--- src/rtl/flash_phy_pkg.sv ---
// Shared definitions for the flash physical-side sequencers (erase, program, read).
// Holds the sequencer state encodings, the erase op encodings and small
// elaboration-time helpers used to size counters.
package flash_phy_pkg;

  // Sequencer state encodings. These are kept as plain constants so that legacy
  // blocks comparing against raw 2-bit codes keep working.
  localparam logic [1:0] StIdle  = 2'd0;
  localparam logic [1:0] StErase = 2'd1;
  localparam logic [1:0] StDone  = 2'd2;
  localparam logic [1:0] StErr   = 2'd3;

  // Erase op encodings as seen on op_i.
  localparam logic PageErase = 1'b0;
  localparam logic BankErase = 1'b1;

  function automatic int max_int(input int a, input int b);
    return (a > b) ? a : b;
  endfunction

  // Width of a down counter that must hold (cycles - 1) for the longer of the
  // two erase durations. Never narrower than one bit so a 1-cycle erase still
  // gets a real register.
  function automatic int erase_cnt_width(input int page_cycles, input int bank_cycles);
    int w;
    w = $clog2(max_int(page_cycles, bank_cycles));
    return (w < 1) ? 1 : w;
  endfunction

endpackage

--- src/rtl/flash_phy_erase_timer.sv ---
// Loadable down counter with a zero flag, used to time how long the macro
// erase strobe is held.
//
// Ports:
//   clk_i    in   clock
//   rst_ni   in   asynchronous active-low reset (counter clears to 0)
//   load_i   in   load value_i into the counter (has priority over en_i)
//   value_i  in   CntW  value to load
//   en_i     in   decrement by one; the counter saturates at 0 and never wraps
//   zero_o   out  counter currently equals 0
module flash_phy_erase_timer #(
  parameter int CntW = 10
) (
  input  logic            clk_i,
  input  logic            rst_ni,
  input  logic            load_i,
  input  logic [CntW-1:0] value_i,
  input  logic            en_i,
  output logic            zero_o
);

  logic [CntW-1:0] count_reg;

  assign zero_o = (count_reg == '0);

  always_ff @(posedge clk_i or negedge rst_ni) begin
    if (!rst_ni) begin
      count_reg <= '0;
    end else if (load_i) begin
      count_reg <= value_i;
    end else if (en_i && !zero_o) begin
      count_reg <= count_reg - CntW'(1);
    end
  end

endmodule

--- src/rtl/flash_phy_erase.sv ---
// Physical-side erase sequencer. Takes a held erase request (page or bank)
// from the controller's erase stage, validates it, holds the flash macro erase
// strobe for a fixed number of cycles and answers with a one-cycle done or
// error pulse. Every output is a register.
//
// Ports:
//   clk_i             in   clock
//   rst_ni            in   asynchronous active-low reset
//   req_i             in   erase request, level, held until done_o/err_o
//   op_i              in   EraseBitWidth  PageErase / BankErase
//   addr_i            in   AddrW          aligned erase address {bank, page, word}
//   bk_erase_en_i     in   bank erase permitted
//   done_o            out  1-cycle pulse: erase completed (suppressed if req_i dropped)
//   err_o             out  1-cycle pulse: request rejected
//   busy_o            out  high whenever the sequencer is not idle
//   mac_erase_o       out  macro erase strobe, high for the full erase duration
//   mac_bank_erase_o  out  macro erase type, 1 = bank erase
//   mac_page_o        out  {bank, page} index presented to the macro
module flash_phy_erase
  import flash_phy_pkg::*;
#(
  parameter int AddrW           = 17,
  parameter int WordsPerPage    = 256,
  parameter int PagesPerBank    = 256,
  parameter int Banks           = 2,
  parameter int EraseBitWidth   = 1,
  parameter int PageEraseCycles = 100,
  parameter int BankEraseCycles = 1000
) (
  input  logic                                    clk_i,
  input  logic                                    rst_ni,
  input  logic                                    req_i,
  input  logic [EraseBitWidth-1:0]                op_i,
  input  logic [AddrW-1:0]                        addr_i,
  input  logic                                    bk_erase_en_i,
  output logic                                    done_o,
  output logic                                    err_o,
  output logic                                    busy_o,
  output logic                                    mac_erase_o,
  output logic                                    mac_bank_erase_o,
  output logic [AddrW-$clog2(WordsPerPage)-1:0]   mac_page_o
);

  localparam int          WordsBitWidth = $clog2(WordsPerPage);
  localparam int          PagesBitWidth = $clog2(PagesPerBank);
  localparam int          PageIdxW      = AddrW - WordsBitWidth;
  localparam int unsigned NumPages      = Banks * PagesPerBank;
  localparam int          CntW          = erase_cnt_width(PageEraseCycles, BankEraseCycles);

  // The counter is loaded with (cycles - 1) because the load cycle itself is
  // the first cycle the strobe is high.
  localparam logic [CntW-1:0] PageLoad = CntW'(PageEraseCycles - 1);
  localparam logic [CntW-1:0] BankLoad = CntW'(BankEraseCycles - 1);

  // ---------------------------------------------------------------------------
  // Request decode
  // ---------------------------------------------------------------------------
  logic [PageIdxW-1:0] req_page;
  logic [PageIdxW-1:0] bank_mask;
  logic                req_is_bank;
  logic                req_is_page;
  logic                req_bad;
  logic                unused_word_bits;

  assign req_page = addr_i[AddrW-1:WordsBitWidth];

  // Word offset within a page plays no part in an erase.
  assign unused_word_bits = ^addr_i[WordsBitWidth-1:0];

  // A bank erase keeps only the bank bits of the page index.
  for (genvar gi = 0; gi < PageIdxW; gi++) begin : g_bank_mask
    assign bank_mask[gi] = (gi >= PagesBitWidth);
  end

  assign req_is_bank = (op_i == EraseBitWidth'(BankErase));
  assign req_is_page = (op_i == EraseBitWidth'(PageErase));

  // Reject bank erases that are not permitted, op codes that are neither page
  // nor bank (only reachable with a wider op field), and page indices beyond
  // the last implemented bank.
  assign req_bad = (req_is_bank && !bk_erase_en_i)
                || !(req_is_bank || req_is_page)
                || (32'(req_page) >= NumPages);

  // ---------------------------------------------------------------------------
  // Erase duration timer
  // ---------------------------------------------------------------------------
  logic            timer_load;
  logic [CntW-1:0] timer_value;
  logic            timer_en;
  logic            timer_zero;

  flash_phy_erase_timer #(
    .CntW (CntW)
  ) u_timer (
    .clk_i   (clk_i),
    .rst_ni  (rst_ni),
    .load_i  (timer_load),
    .value_i (timer_value),
    .en_i    (timer_en),
    .zero_o  (timer_zero)
  );

  // ---------------------------------------------------------------------------
  // Sequencer
  // ---------------------------------------------------------------------------
  logic [1:0] state_reg;
  logic [1:0] state_next;
  logic       accept;
  logic       done_next;
  logic       err_next;

  always_comb begin
    state_next  = state_reg;
    accept      = 1'b0;
    done_next   = 1'b0;
    err_next    = 1'b0;
    timer_load  = 1'b0;
    timer_value = '0;
    timer_en    = 1'b0;

    case (state_reg)
      StIdle: begin
        if (req_i) begin
          accept = 1'b1;
          if (req_bad) begin
            state_next = StErr;
            err_next   = 1'b1;
          end else begin
            state_next  = StErase;
            timer_load  = 1'b1;
            timer_value = req_is_bank ? BankLoad : PageLoad;
          end
        end
      end

      StErase: begin
        // The macro erase cannot be aborted, so req_i only decides whether the
        // completion is reported, not whether the erase finishes.
        if (timer_zero) begin
          state_next = StDone;
          done_next  = req_i;
        end else begin
          timer_en = 1'b1;
        end
      end

      StDone: state_next = StIdle;
      StErr:  state_next = StIdle;
      default: state_next = StIdle;
    endcase
  end

  // Outputs are registered from the next-state decode so that each pulse and
  // the strobe line up exactly with the state they belong to.
  always_ff @(posedge clk_i or negedge rst_ni) begin
    if (!rst_ni) begin
      state_reg        <= StIdle;
      done_o           <= 1'b0;
      err_o            <= 1'b0;
      busy_o           <= 1'b0;
      mac_erase_o      <= 1'b0;
      mac_bank_erase_o <= 1'b0;
      mac_page_o       <= '0;
    end else begin
      state_reg   <= state_next;
      done_o      <= done_next;
      err_o       <= err_next;
      busy_o      <= (state_next != StIdle);
      mac_erase_o <= (state_next == StErase);
      // Op and page are captured only when a request is taken in IDLE, so they
      // stay stable for the whole erase regardless of what op_i/addr_i do.
      if (accept) begin
        mac_bank_erase_o <= req_is_bank;
        mac_page_o       <= req_is_bank ? (req_page & bank_mask) : req_page;
      end
    end
  end

endmodule

--- config.mk ---
export PLATFORM = sky130hd
export DESIGN_NAME = flash_phy_erase
export DESIGN_NICKNAME = d
export VERILOG_FILES = /design/src/rtl/flash_phy_pkg.sv /design/src/rtl/flash_phy_erase_timer.sv /design/src/rtl/flash_phy_erase.sv
export SDC_FILE = /design/constraint.sdc
export NUM_CORES = 1
export LEC_CHECK = 0
export ABC_CLOCK_PERIOD_IN_PS = 1900
export CAP_MARGIN = 30
export CORE_MARGIN = 8
export CORE_UTILIZATION = 42
export CTS_CLUSTER_DIAMETER = 30
export CTS_CLUSTER_SIZE = 40
export DETAILED_ROUTE_END_ITERATION = 10
export PLACE_DENSITY = 0.75
export REMOVE_ABC_BUFFERS = 1
export SKIP_CTS_REPAIR_TIMING = 1
export SYNTH_ARGS = -nofsm -noshare
export SYNTH_HDL_FRONTEND = slang
export SYNTH_SLANG_ARGS = --single-unit
--- constraint.sdc ---
create_clock -name clk_i -period 1.9 [get_ports clk_i]
set_input_delay 0.38 -clock clk_i [delete_from_list [all_inputs] [get_ports clk_i]]
set_output_delay 0.38 -clock clk_i [all_outputs]
set_load 0.005 [all_outputs]
Word-level counts from Yosys, hierarchy flattened
Index checks and enable logic that the tools add are counted.
W data, S select, Z words.

operators by class
  divide/modulo/power cells = 0
  multiplexer cells = 23
  shifts and indexed selects = 0
  reductions and logical operators = 9
  $lt $le $gt $ge = 0
  bitwise operators = 0
  add/subtract/negate cells = 1
  equality and inequality tests = 4
  $mul = 0

operator list
  operator                 number
  $mux W10                 6
  $mux W1                  12
  $logic_not A10 Y1        1
  $sub A10 B1 Y10 const B  1
  $mux W8                  1
  $mux W2                  3
  $pmux W2 S3              1
  $eq A2 B1 Y1 const B     2
  $eq A2 B2 Y1 const B     2
  $reduce_bool A2 Y1       2
  $logic_and A1 B1 Y1      2
  $logic_not A1 Y1         2
  $logic_not A2 Y1         1
  $reduce_or A2 Y1         1

word-level totals
  input bits = 22
  ROM bits = 0
  bits in latches = 0
  bits in writable memories = 0
  register bits = 26
  output and inout bits = 14
  word-level logic and storage cells = 45
  memories = 0

Longest topological paths before layout
  depth in word-level cells = 6
  mapped depth = 7
  mapped depth without buffers = 6

By module
A second synthesis with hierarchy kept.

unflattened totals
  cells, all modules = 137
  area total of the unflattened synthesis = 1,323.8 µm²

modules (own cells, without submodules)
  module                 sequential area each (µm²)  area each (µm²)  cells an instance  instances
  flash_phy_erase        400.4                       674.4            65                 1
  flash_phy_erase_timer  250.2                       649.4            72                 1

Worst setup path before layout
OpenSTA, ideal clock, no wires.

  path kind = reg2reg
  start = register u_timer.count_reg[0]
  end = register u_timer.count_reg[2]
  clock period less this slack = 2,046 ps
  library setup time = 87 ps
  path buffers = 1
  arrival time = 1,959 ps
  setup slack = -146 ps
  data required time = 1,813 ps
  stages on the path, launching flop included = 8
  cell sequence = dfrtp_1 -> inv_1 -> ha_1 -> or4b_4 -> or4_4 -> and2_4 -> buf_6 -> a211oi_2

between the ends
  longest elaborated chain between the ends = 5
  elaborated cells between the ends (all ways) = 9
  classes of those cells = add/sub: 1; mux: 4; reduce/logical: 4

ends and longest elaborated chain
  what                                                                     line                         text
  start, declared                                                          flash_phy_erase_timer.sv:22  logic [CntW-1:0] count_reg;
  start signal, assigned                                                   flash_phy_erase_timer.sv:30  count_reg <= value_i;
  start signal, assigned                                                   flash_phy_erase_timer.sv:32  count_reg <= count_reg - CntW'(1);
  parallel branches: the longest is 5 deep, another holds $sub A10 B1 Y10  -

Several ways; the timed one is not identified. The select of a mux whose other input is x is not followed.
A chain may end at the register's enable or synchronous reset.

Worst setup path in the final report
Ends and elaborated chain as after synthesis.

==> metrics.md <==
| Metric | Value |
|---|---|
| Outcome | complete, but fails checks |
| Failing checks | setup timing |
| Part of the power in the clock network | 0.115 |
| Drt total wl | 3.088 mm |
| Routability cong. | 0.8598 |
| Unrepaired setup endpoints after global routing | true |
| Final WS setup | -0.1148 ns |
| Final total power | 2.385 mW |
| Sequential fraction of the synthesis area | 0.5010 |
| Final setup viols | 8 |
| Largest register FFs | 10 |
| Total core area | 3003 sq um |
| Vias per Instance | 5.438 |
| Sequential Power Share | 0.375 |
| Post-synth top area cell | dfrtp_1 |
| Netlist cell types | 34 |
| Ys flop type | dfrtp_1 |
| Placed cells | 195 |
| Cell area after synthesis | 1299 sq um |
| Comb power frac | 0.509 |
| Max-cap viol count | 0 |
| Minimum clock period | 2.015 ns |
| Most common cell in the netlist | dfrtp_1 |
| Pre-Repair DR Iteration Count | 4 |
| Post-DRT Antenna Nets | 0 |
| Clk buf depth | 2 |
| Ports | 36 |
| Die X | 71.61 microns |
| Leak | 0.7509 nW |
| Skew-Pair Late Insertion Delay | 0.31 ns |
| DRC viols | 0 |
| Wire per inst | 15.21 microns |
| Worst EP required | 2.14 ns |
| Warnings, synthesis | 0 |
| I/O Buffers | 27 |
| Max FO, Critical Path | 6 |
| Critical Path AT | 2.26 ns |
| # clock sinks | 26 |
| F_max | 496.3 MHz |
| Avg Synthesized Cell Area | 10.15 sq um |
| Max IR drop VDD | 0.0005464 V |
| Pwr/cell area | 1343 nW/um^2 |
| Fin crit share | 1.060 |
| Root buf cell | clkbuf_4 |
| Row count | 20 |
| DR vias | 1104 |
| Setup CP Type | reg -> reg |
| Worst hold path type | in -> async |
| Detailed router's first-iteration violation count | 65 |
| P_int | 1.555 mW |
| Gr ovfl total | 0 |
| H-tree levels | 1 |
| Synthesized instance count | 128 |
| EDFF count, synth | 0 |
| Nets | 195 |
| TritonCTS clock tree | built |
| Clock slew at reported path FFs | 0.14 ns |
| Post-detail-place hpwl | 2.308 mm |
| Antenna violations before repair | 0 |
| Total track usage | 0.1302 |
| Initial core utilization | 0.4325 |
| Die span in y | 71.61 microns |
| Clk_skew | 0.003074 ns |
| Ys async rst share | 1.000 |
| Vias in the first global route | 1150 |
| Crit start category | flop |
| Number of synthesized register bits | 26 |
| Nature of the critical path endpoint | flop |
| Area after DPL | 1685 sq um |
| Post-route insts no fill | 203 |
| Slew @ Worst Pin | 0.3316 ns |
| Final Hold Viols | 0 |
| Max-slew violation count | 0 |
| # diodes | 0 |
| Area delta synth->final | 36.70% |
| Post-layout instance area | 1775 sq um |
| Synth cell count leaders | dfrtp_1, nand2_1, o21ai_0 |
| CTS Buf Count | 3 |
| Net Sw Frac | 0.3480 |
| Pin count of the biggest net entering global routing | 27 |
| Switch Pwr | 0.8299 mW |
| Top cells by area, synth | dfrtp_1, nand2b_1, o21ai_0 |
| Layout cells sized above 1 | 0.2294 |
| Die ar. | 5128 sq um |
| Top cell type's share of synthesized area | 0.5010 |
| Max-Slew Margin vs Limit | 0.7789 |
| First-pass GRT wire length | 5.423 mm |
power by group through the flow:
stage	clock network, mW	registers (mW)	logic (mW)
5_1_grt	0.306	0.925	1.35
2_1_floorplan	0	0.908	0.527
3_3_place_gp	0	0.889	1.06
3_5_place_dp	0	0.907	1.11
4_1_cts	0.289	0.894	1.12
6_report	0.275	0.895	1.21
cell type report:
cell class	instances	area, sq um
fillers	285	1227
well taps	33	41.29
flip-flops and latches	26	650.6
clock buffers	4	36.28
multi-input cells	91	615.6
repair buffers	46	420.4
inverters	3	11.26
worst max-delay path, cell delays in order (launching register included):
cell and delay, ns:
dfrtp_1 0.42, inv_2 0.08, ha_4 0.14, or4b_4 0.47, or4_4 0.47, and2_4 0.19, a211oi_2 0.17
metrics by stage:
step,setup TNS (ns),hold slack (ns),setup slack [ns],util
after floorplan,-0.4310,0.08441,-0.1212,-
after global placement,-0.4680,0.4638,-0.1099,0.5613
after detailed placement,-0.9893,0.4718,-0.1541,0.5613
after CTS,-0.9917,0.4198,-0.1804,0.5733
after global routing,-1.022,0.4450,-0.1722,0.5913
final,-0.4325,0.4204,-0.1148,0.5913
worst paths after layout:
| check | endpoint | slack, ns | startpoint | cells after the start |
|---|---|---|---|---|
| hold / removal | u_timer.count_reg[6] | 0.42 | rst_ni | 2 |
| max in group asynchronous | mac_page_o[0] | 1.23 | rst_ni | 2 |
| setup reg to reg | u_timer.count_reg[2] | -0.11 | u_timer.count_reg[0] | 6 |
| min in group clk_i | mac_page_o[2] | 0.50 | mac_page_o[2] | 2 |
| setup / recovery | u_timer.count_reg[2] | -0.11 | u_timer.count_reg[0] | 6 |
| hold reg to reg | mac_page_o[2] | 0.50 | mac_page_o[2] | 2 |
routing by layer:
layer | global-route usage | share of wire | up-vias
met1 | 0.1503 | 0.41 | 540
li1 | - | - | 540
met2 | 0.2115 | 0.50 | 22
met5 | 0 | 0 | -
met3 | 0.05160 | 0.081 | 2
met4 | 0.04762 | 0.0049 | 0
layout by cell type, fill, tap and decap left out, types with 4 or more instances in the layout:
cell type | Yosys | routed
or4_1 | 4 | 4
a31oi_1 | 4 | 4
or3_1 | 4 | 4
nand2b_1 | 11 | 11
nor2_1 | 5 | 5
buf_4 | 0 | 17
clkdlybuf4s50_1 | 0 | 27
nand2_1 | 16 | 16
o21ai_0 | 12 | 11
dfrtp_1 | 26 | 26
kinds of logic after synthesis:
group	after synthesis	share of synthesized area
flops	26	0.5010
simple gates	56	0.2515
buf+inv	11	0.03757
fa+ha+maj	2	0.01926
compound gates	29	0.1590
xor+xnor	1	0.006745
mux	3	0.02505
No activity file was read; power rests on OpenSTA's default activity.
